--- src/rtl/bus_initiator.sv ---
// bus_initiator: one-at-a-time load/store initiator that holds a request on the slow data bus for a set number of bus ticks.
module bus_initiator #(
  parameter int ADDR_WIDTH = 64,
  parameter int DATA_WIDTH = 64,
  parameter int HOLD_TICKS = 2
) (
  input  logic                  clk,
  input  logic                  rst_n,
  input  logic                  bus_tick,
  input  logic                  req_valid,
  output logic                  req_ready,
  input  logic                  req_rw,
  input  logic [1:0]            req_size,
  input  logic [ADDR_WIDTH-1:0] req_addr,
  input  logic [DATA_WIDTH-1:0] req_wdata,
  output logic                  rsp_valid,
  output logic [DATA_WIDTH-1:0] rsp_rdata,
  output logic                  rsp_fault,
  output logic                  rw,
  output logic [ADDR_WIDTH-1:0] addr,
  output logic [DATA_WIDTH-1:0] write,
  input  logic [DATA_WIDTH-1:0] read,
  input  logic                  exception
);
  localparam int CW = $clog2(HOLD_TICKS + 1);
  typedef enum logic [1:0] {IDLE, SETUP, HOLD, RESP} state_t;
  state_t state_q, state_d;
  logic ready_q, ready_d, rw_q, rw_d, valid_q, valid_d, fault_q, fault_d;
  logic [1:0] size_q, size_d;
  logic [ADDR_WIDTH-1:0] addr_q, addr_d;
  logic [DATA_WIDTH-1:0] write_q, write_d, rdata_q, rdata_d;
  logic [CW-1:0] cnt_q, cnt_d;
  logic mis, last;
  function automatic logic [DATA_WIDTH-1:0] mask_f(input logic [1:0] s, input logic [DATA_WIDTH-1:0] d);
    return d & ({DATA_WIDTH{1'b1}} >> (DATA_WIDTH - (8 << s)));
  endfunction
  assign mis = (req_size == 2'd1 && req_addr[0]) || (req_size == 2'd2 && |req_addr[1:0]) ||
               (req_size == 2'd3 && |req_addr[2:0]);
  // The tick that brings the counter to HOLD_TICKS is the capture tick.
  assign last = cnt_q == CW'(HOLD_TICKS - 1);
  always_comb begin
    state_d = state_q;
    ready_d = ready_q;
    rw_d    = rw_q;
    size_d  = size_q;
    addr_d  = addr_q;
    write_d = write_q;
    rdata_d = rdata_q;
    fault_d = fault_q;
    cnt_d   = cnt_q;
    valid_d = 1'b0;
    case (state_q)
      IDLE: if (req_valid) begin
        ready_d = 1'b0;
        if (mis) begin
          state_d = RESP;
          valid_d = 1'b1;
          fault_d = 1'b1;
          rdata_d = '0;
        end else begin
          state_d = SETUP;
          rw_d    = req_rw;
          size_d  = req_size;
          addr_d  = req_addr;
          write_d = mask_f(req_size, req_wdata);
        end
      end
      SETUP: if (bus_tick) begin
        state_d = HOLD;
        cnt_d   = '0;
      end
      HOLD: if (bus_tick) begin
        cnt_d = cnt_q + 1'b1;
        if (last) begin
          state_d = RESP;
          valid_d = 1'b1;
          rdata_d = rw_q ? '0 : mask_f(size_q, read);
          fault_d = exception;
          rw_d    = 1'b0;
          addr_d  = '0;
          write_d = '0;
        end
      end
      RESP: begin
        state_d = IDLE;
        ready_d = 1'b1;
      end
      default: state_d = IDLE;
    endcase
  end
  always_ff @(posedge clk or negedge rst_n) begin
    if (!rst_n) begin
      state_q <= IDLE;
      ready_q <= 1'b1;
      rw_q    <= 1'b0;
      size_q  <= '0;
      addr_q  <= '0;
      write_q <= '0;
      rdata_q <= '0;
      fault_q <= 1'b0;
      valid_q <= 1'b0;
      cnt_q   <= '0;
    end else begin
      state_q <= state_d;
      ready_q <= ready_d;
      rw_q    <= rw_d;
      size_q  <= size_d;
      addr_q  <= addr_d;
      write_q <= write_d;
      rdata_q <= rdata_d;
      fault_q <= fault_d;
      valid_q <= valid_d;
      cnt_q   <= cnt_d;
    end
  end
  assign req_ready = ready_q;
  assign rsp_valid = valid_q;
  assign rsp_rdata = rdata_q;
  assign rsp_fault = fault_q;
  assign rw        = rw_q;
  assign addr      = addr_q;
  assign write     = write_q;
endmodule

--- config.mk ---
export PLATFORM = sky130hd
export DESIGN_NAME = bus_initiator
export DESIGN_NICKNAME = d
export VERILOG_FILES = /design/src/rtl/bus_initiator.sv
export SDC_FILE = /design/constraint.sdc
export NUM_CORES = 1
export LEC_CHECK = 0
export BUFFER_PORTS_ARGS = -buffer_cell sky130_fd_sc_hd__buf_2
export CAP_MARGIN = 40
export CORE_AREA = 2 2 153 155
export CTS_CLUSTER_SIZE = 16
export DETAILED_ROUTE_END_ITERATION = 7
export DIE_AREA = 0 0 155 157
export PLACE_DENSITY = 0.7
export SKIP_LAST_GASP = 1
export SLEW_MARGIN = 20
export SYNTH_ARGS = -nofsm -noshare
export SYNTH_HDL_FRONTEND = slang
export SYNTH_SLANG_ARGS = --single-unit
--- constraint.sdc ---
create_clock -name clk -period 6.9 [get_ports clk]
set_input_delay 1.38 -clock clk [delete_from_list [all_inputs] [get_ports clk]]
set_output_delay 1.38 -clock clk [all_outputs]
set_load 0.1 [all_outputs]
==> results.md, run 1 <==
* Syn nets at 792
* Antenna viol nets, final at 0
* Reg clk slew, reported paths at roughly 0.060 ns
* GRT overflow at 0
* Die Y at 157 um
* Number of clock sinks at 202
* Post-synthesis area per instance at 14.24 sq um
* Synth warn at 0
* H-Tree Depth at 1
* Min Tclk post-route at between 3 and 4 ns
* Levels on crit path at 7
* Post-Syn Area at between 0.008 and 0.009 sq mm
* Uppermost layer routed: met5
* Initial antenna violation count at 2
* #FFs+latches synth at 202
* Resized Gates After CTS at 0
* Placer Congestion at 0.7789
* Hold Crit Depth at 2
* Via density at 4.875
* Multi-input gate area at around 0.0030 sq mm
* Outcome: complete, no violations
* Max Freq at 330.5 MHz
* Most frequent cells in the layout: buf_2 (394), dfrtp_1 (201), a22o_1 (112), nor2b_1 (76), mux2_4 (53)
* Die area at about 0.024 sq mm
* RSZ-0062 raised after global routing: false
* Number of global-route vias before repair at 6,343
* Layout area overhead at 36.78%
* Core box area at 0.02250 sq mm
* IO Count at ~400
* WP data arrival at 3.41 ns
* Die width at 155 um
* Slew Limit Fails at 0
* Largest net degree at the start of global routing at ~130
* Mapped Cells at 586
* TritonCTS clock tree: done
* CTS Buf Count at 23
* Reg area at 0.005056 sq mm
* Worst Skew at 0.007067 ns
* Worst r2r src: state_q[0]
* Critical path launch point: state_q[0]
* Worst EP required at 7.28 ns
* Placed insts at 1,235
* Slew HR at 46.06%
* Hold/Removal Path Class: register to register
* Hold Crit Start: cnt_q[1]
* Top cell type's share of synthesized area at 60.28%
* Worst Path Max Fanout at 127
* Fraction of layout cells with a size suffix above 1 at 53.38%
* Via Count at 6,225
* Hpwl dp at 16.21 mm
* Crit path buf inv count at 2
* First-pass GRT wire length at 34.11 mm
* Crit Path Category: register to register
* Initial DRC count at slightly below 400
* Drt drc at 0
* Port buffer count at 395
* Rows at 55
* Largest stage delay, worst path at 0.51 ns
* R2R cell count at 7
* Fillers at 1,992
* Synth area leader: dfrtp_1
* DR pass1 iterations at 4
* Util after Layout at 50.72%
* Crit-path leading delay family: buffers and inverters
* Tcrit/Tclk final at 43.85%
* Post-Layout Cell Count at 1,277
* Top area cells in the synthesized netlist: dfrtp_1 (60%), a22o_1 (12%), mux2_4 (9.5%)
* Cts hold-fix bufs at 0
* Gr usage total at 17.70%
* Setup_tns at 0 ns
* # setup viols final at 0
* Wire length per cell at 17.73 um
* MaxCap Viol Count at 0
* Slew @ Worst Pin at 0.8090 ns
* Type of origin of the critical path: register
* Initial Util at 37.08%
* Number of enable flip-flop cells after synthesis at 0
* Post-Route M1 WL at 9.037 mm
* Crit-path most repeated cell: a211o_4
* Met3 WL at 2.111 mm
* DRT Wirelength at ~23 mm
* Wire length on met2 at ~11 mm
* Ys flop type: dfrtp_1
* Distinct cell type count after synthesis at 31
* Clk_lat worst skew at about 0.50 ns
* Hold Violations, Final at 0
* Most common library cell in the layout ignoring fill and taps: buf_2
* Fin nets at 1,183
* Bufs on Longest Clock Path at 3
* Post-CTS setup buffers at 0
* Hold Worst Slack at 0.4794 ns
* CTS root buf: clkbuf_16
* CP cell instances: inv_1, ha_1, nor2b_1, a211o_4, a211o_4, buf_12, mux2_2
* Post-synthesis sequential area ratio at 60.59%
* Async set-reset flop share out of synthesis at 100.0%
* CP Capture Type: register
* Slowest-stage cell, CP: buf_12
-- routing by layer --
layer / up-vias / track usage (%)
met2: 283 / 29.95
met5: - / 0
met1: 3008 / 21.45
met4: 2 / 5.908
li1: 2887 / -
met3: 45 / 5.699
-- through the flow --
step                      cell area, sq um  setup WS [ns]
final                                11410          3.874
after global routing                 11410          3.732
after floorplan                       8344          4.052
after detailed placement             10590          3.020
after CTS                            11380          3.547
after global placement               10520          3.175
-- flip-flops by register name (all words and copies together), names as in the netlist --
signal and flops:
rsp_valid 1, rsp_rdata 64, rsp_fault 1, addr 64
req_ready 1, state_q 2, rw 1, write 64
cnt_q 2, size_q 2
-- cells in the mapped netlist, types with 2 or more instances --
cell type	instances
dfrtp_1	201
a22o_1	112
nor2b_1	76
mux2_4	53
o21ai_0	23
mux2_2	22
buf_2	21
nand2_1	15
clkbuf_1	13
buf_6	8
ha_1	6
inv_1	5
a21oi_1	4
nor2_1	4
a2111oi_4	3
a21o_1	2
mux2i_1	2
nand3_1	2
nor3_2	2
-- worst paths after layout --
path / slack (ns) / end
max: 3.87 / addr[1]
min: 0.48 / cnt_q[1]
max reg2reg: 3.87 / addr[1]
min reg2reg: 0.48 / cnt_q[1]
max in group asynchronous: 4.86 / write[39]
min in group asynchronous: 0.71 / addr[44]
-- area by class of cell --
type | instances | share of cell area [%]
flip-flops and latches | 202 | 44.30
multi-input cells | 337 | 26.65
repair buffers | 408 | 18.82
clock buffers | 29 | 5.328
well taps | 285 | 3.124
clock inverters | 10 | 1.590
inverters | 5 | 0.1644
diodes | 1 | 0.02193
-- worst min-delay path, cell delays in order, from the launching register on --
cell     delay [ns]
dfrtp_1        0.34
nand2_1        0.04
o21ai_0        0.06
-- logic make-up (layout without fill, tap and decap cells) --
group	count (synthesis)	after routing	share of synthesized area, %
AOI/OAI and AO/OA	149	149	15.19
adders and majority gates	6	6	0.8997
buffers and inverters	47	452	3.149
DFF	202	202	60.59
muxes	78	78	12.88
other	0	1	0
and+or+nand+nor	104	104	7.288
Power of run 1 is not shown: default switching activity piles up to over one toggle a cycle in this logic, so the estimate is an artifact.
==> run 2: changes to the inputs <==
- clock period: 6.9 -> 3.1 ns (I/O delays scaled with it)
==> run 2 against run 1 <==
Critical path depth did not move. First-iteration DRC count shrank 15%. Via count up 0.92%. Final cell count is 0.39% higher. Sequential share of layout area fell by 0.14 points. Global-route usage is 0.19 points lower. Flip-flop and latch count stayed put. Design area rose by 0.32%. Routed wire length decreased by 0.80%. Core utilization is 0.16 points higher. Highest routed layer unchanged.
==> results.md, run 2 (synthesis results as in run 1) <==
* Levels on crit path at 7
* Global routing usage on met1 at roughly 22%
* Max Freq at 369.5 MHz
* Worst EP required at 3.47 ns
* Setup_tns at 0 ns
* Antenna viol nets, final at 0
* Crit Path Category: register to register
* Reg clk slew, reported paths at 0.06 ns
* CP cell instances: inv_1, ha_1, buf_4, and3_1, a211o_4, buf_4, mux2_4
* Die width at 155 um
* Worst Skew at between 0.008 and 0.009 ns
* Bufs on Longest Clock Path at 3
* Crit-path leading delay family: buffers and inverters
* Gr usage total at around 18%
* Initial DRC count at 332
* RR Endpoint: addr[25]
* Hold Crit Depth at 2
* Hold Violations, Final at 0
* Initial antenna violation count at 3
* Slowest-stage cell, CP: a211o_4
* Crit path buf inv count at 3
* Hpwl dp at 16.42 mm
* Hold/Removal Path Class: input port to register
* First-pass GRT wire length at 34.07 mm
* H-Tree Depth at 1
* Resized Gates After CTS at 0
* Most common library cell in the layout ignoring fill and taps: buf_2
* Crit-path most repeated cell: buf_4
* Drt drc at 0
* Number of clock sinks at 202
* Met2 global-route usage at 29.52%
* GRT overflow at 0
* Fraction of layout cells with a size suffix above 1 at 53.56%
* Largest net degree at the start of global routing at 93
* TritonCTS clock tree: done
* # setup viols final at 0
* Min Tclk post-route at 2.706 ns
* WP data arrival at 3.08 ns
* IO Count at 396
* Via density at 4.900
* DR pass1 iterations at 4
* Placer Congestion at 0.7975
* Slew @ Worst Pin at 0.6320 ns
* Layout area overhead at 37.22%
* R2R Setup Slk at 0.39 ns
* Grt peak-use layer: met2
* Worst Path Max Fanout at 38
* Type of origin of the critical path: register
* Die Y at between 150 and 200 um
* Fillers at 1,968
* Antenna diodes at 0
* Worst r2r src: state_q[0]
* Most frequent cells in the layout: buf_2 (394), dfrtp_1 (201), a22o_1 (112), nor2b_1 (76), mux2_4 (53)
* Worst Hold End: write[21]
* Core box area at 0.02250 sq mm
* DRT Wirelength at 22.46 mm
* Fin nets at 1,190
* M3 GR Usage at 5.231%
* Slew Limit Fails at 0
* Tcrit/Tclk final at between 80% and 90%
* Outcome: complete, no violations
* CTS root buf: clkbuf_16
* Slew HR at 57.87%
* MaxCap Viol Count at 0
* CTS Buf Count at 21
* Largest stage delay, worst path at around 0.56 ns
* Clk_lat worst skew at a little under 0.5 ns
* Die area at between 0.02 and 0.025 sq mm
* R2R cell count at 7
* Initial Util at 37.08%
* Multi-input gate area at 0.003042 sq mm
* RSZ-0062 raised after global routing: false
* Via Count at 6,282
* Reg area at 0.005056 sq mm
* Wire length per cell at 17.52 um
* Hold Crit Start: req_wdata[21]
* Number of global-route vias before repair at 6,180
* Rows at 55
* Port buffer count at 395
* CP Capture Type: register
-- run 2: worst max path at each step --
stage	startpoint	endpoint	slack, ns
2_1_floorplan	state_q[0]	addr[17]	0.80
3_3_place_gp	state_q[0]	rsp_rdata[22]	0.42
3_5_place_dp	state_q[0]	addr[18]	0.39
4_1_cts	state_q[0]	addr[25]	0.38
5_1_grt	state_q[0]	addr[24]	0.20
6_report	state_q[0]	addr[25]	0.39
-- run 2: metal layers --
metal	up-vias	routed length (um)
li1	2900	-
met1	3036	8935
met2	295	10860
met3	45	2097
met4	6	534
met5	-	38
-- run 2: cell type report --
type,instances,area share [%]
flip-flops and latches,202,44.16
multi-input cells,337,26.57
repair buffers,417,19.53
clock buffers,31,5.355
well taps,285,3.114
clock inverters,5,1.115
inverters,5,0.1639
-- run 2: what timing repair did --
action	in CTS	in global routing
endpoints found under the hold margin	0	4
hold buffers	0	1
setup buffers	0	0
-- run 2: metrics by stage --
stage                     util (%)  setup WS, ns  cell area (sq um)  instances  hold slack, ns
final                        50.88        0.3936              11450       1282          0.3418
after global routing         50.88        0.1987              11450       1282          0.3252
after CTS                    50.71        0.3762              11410       1280          0.2213
after detailed placement     47.42        0.3907              10670       1244          0.4827
after global placement       47.27        0.4203              10640       1241          0.4676
after floorplan                  -        0.8045               8344        586          0.3244
Power of run 2 is left out for the same reason.
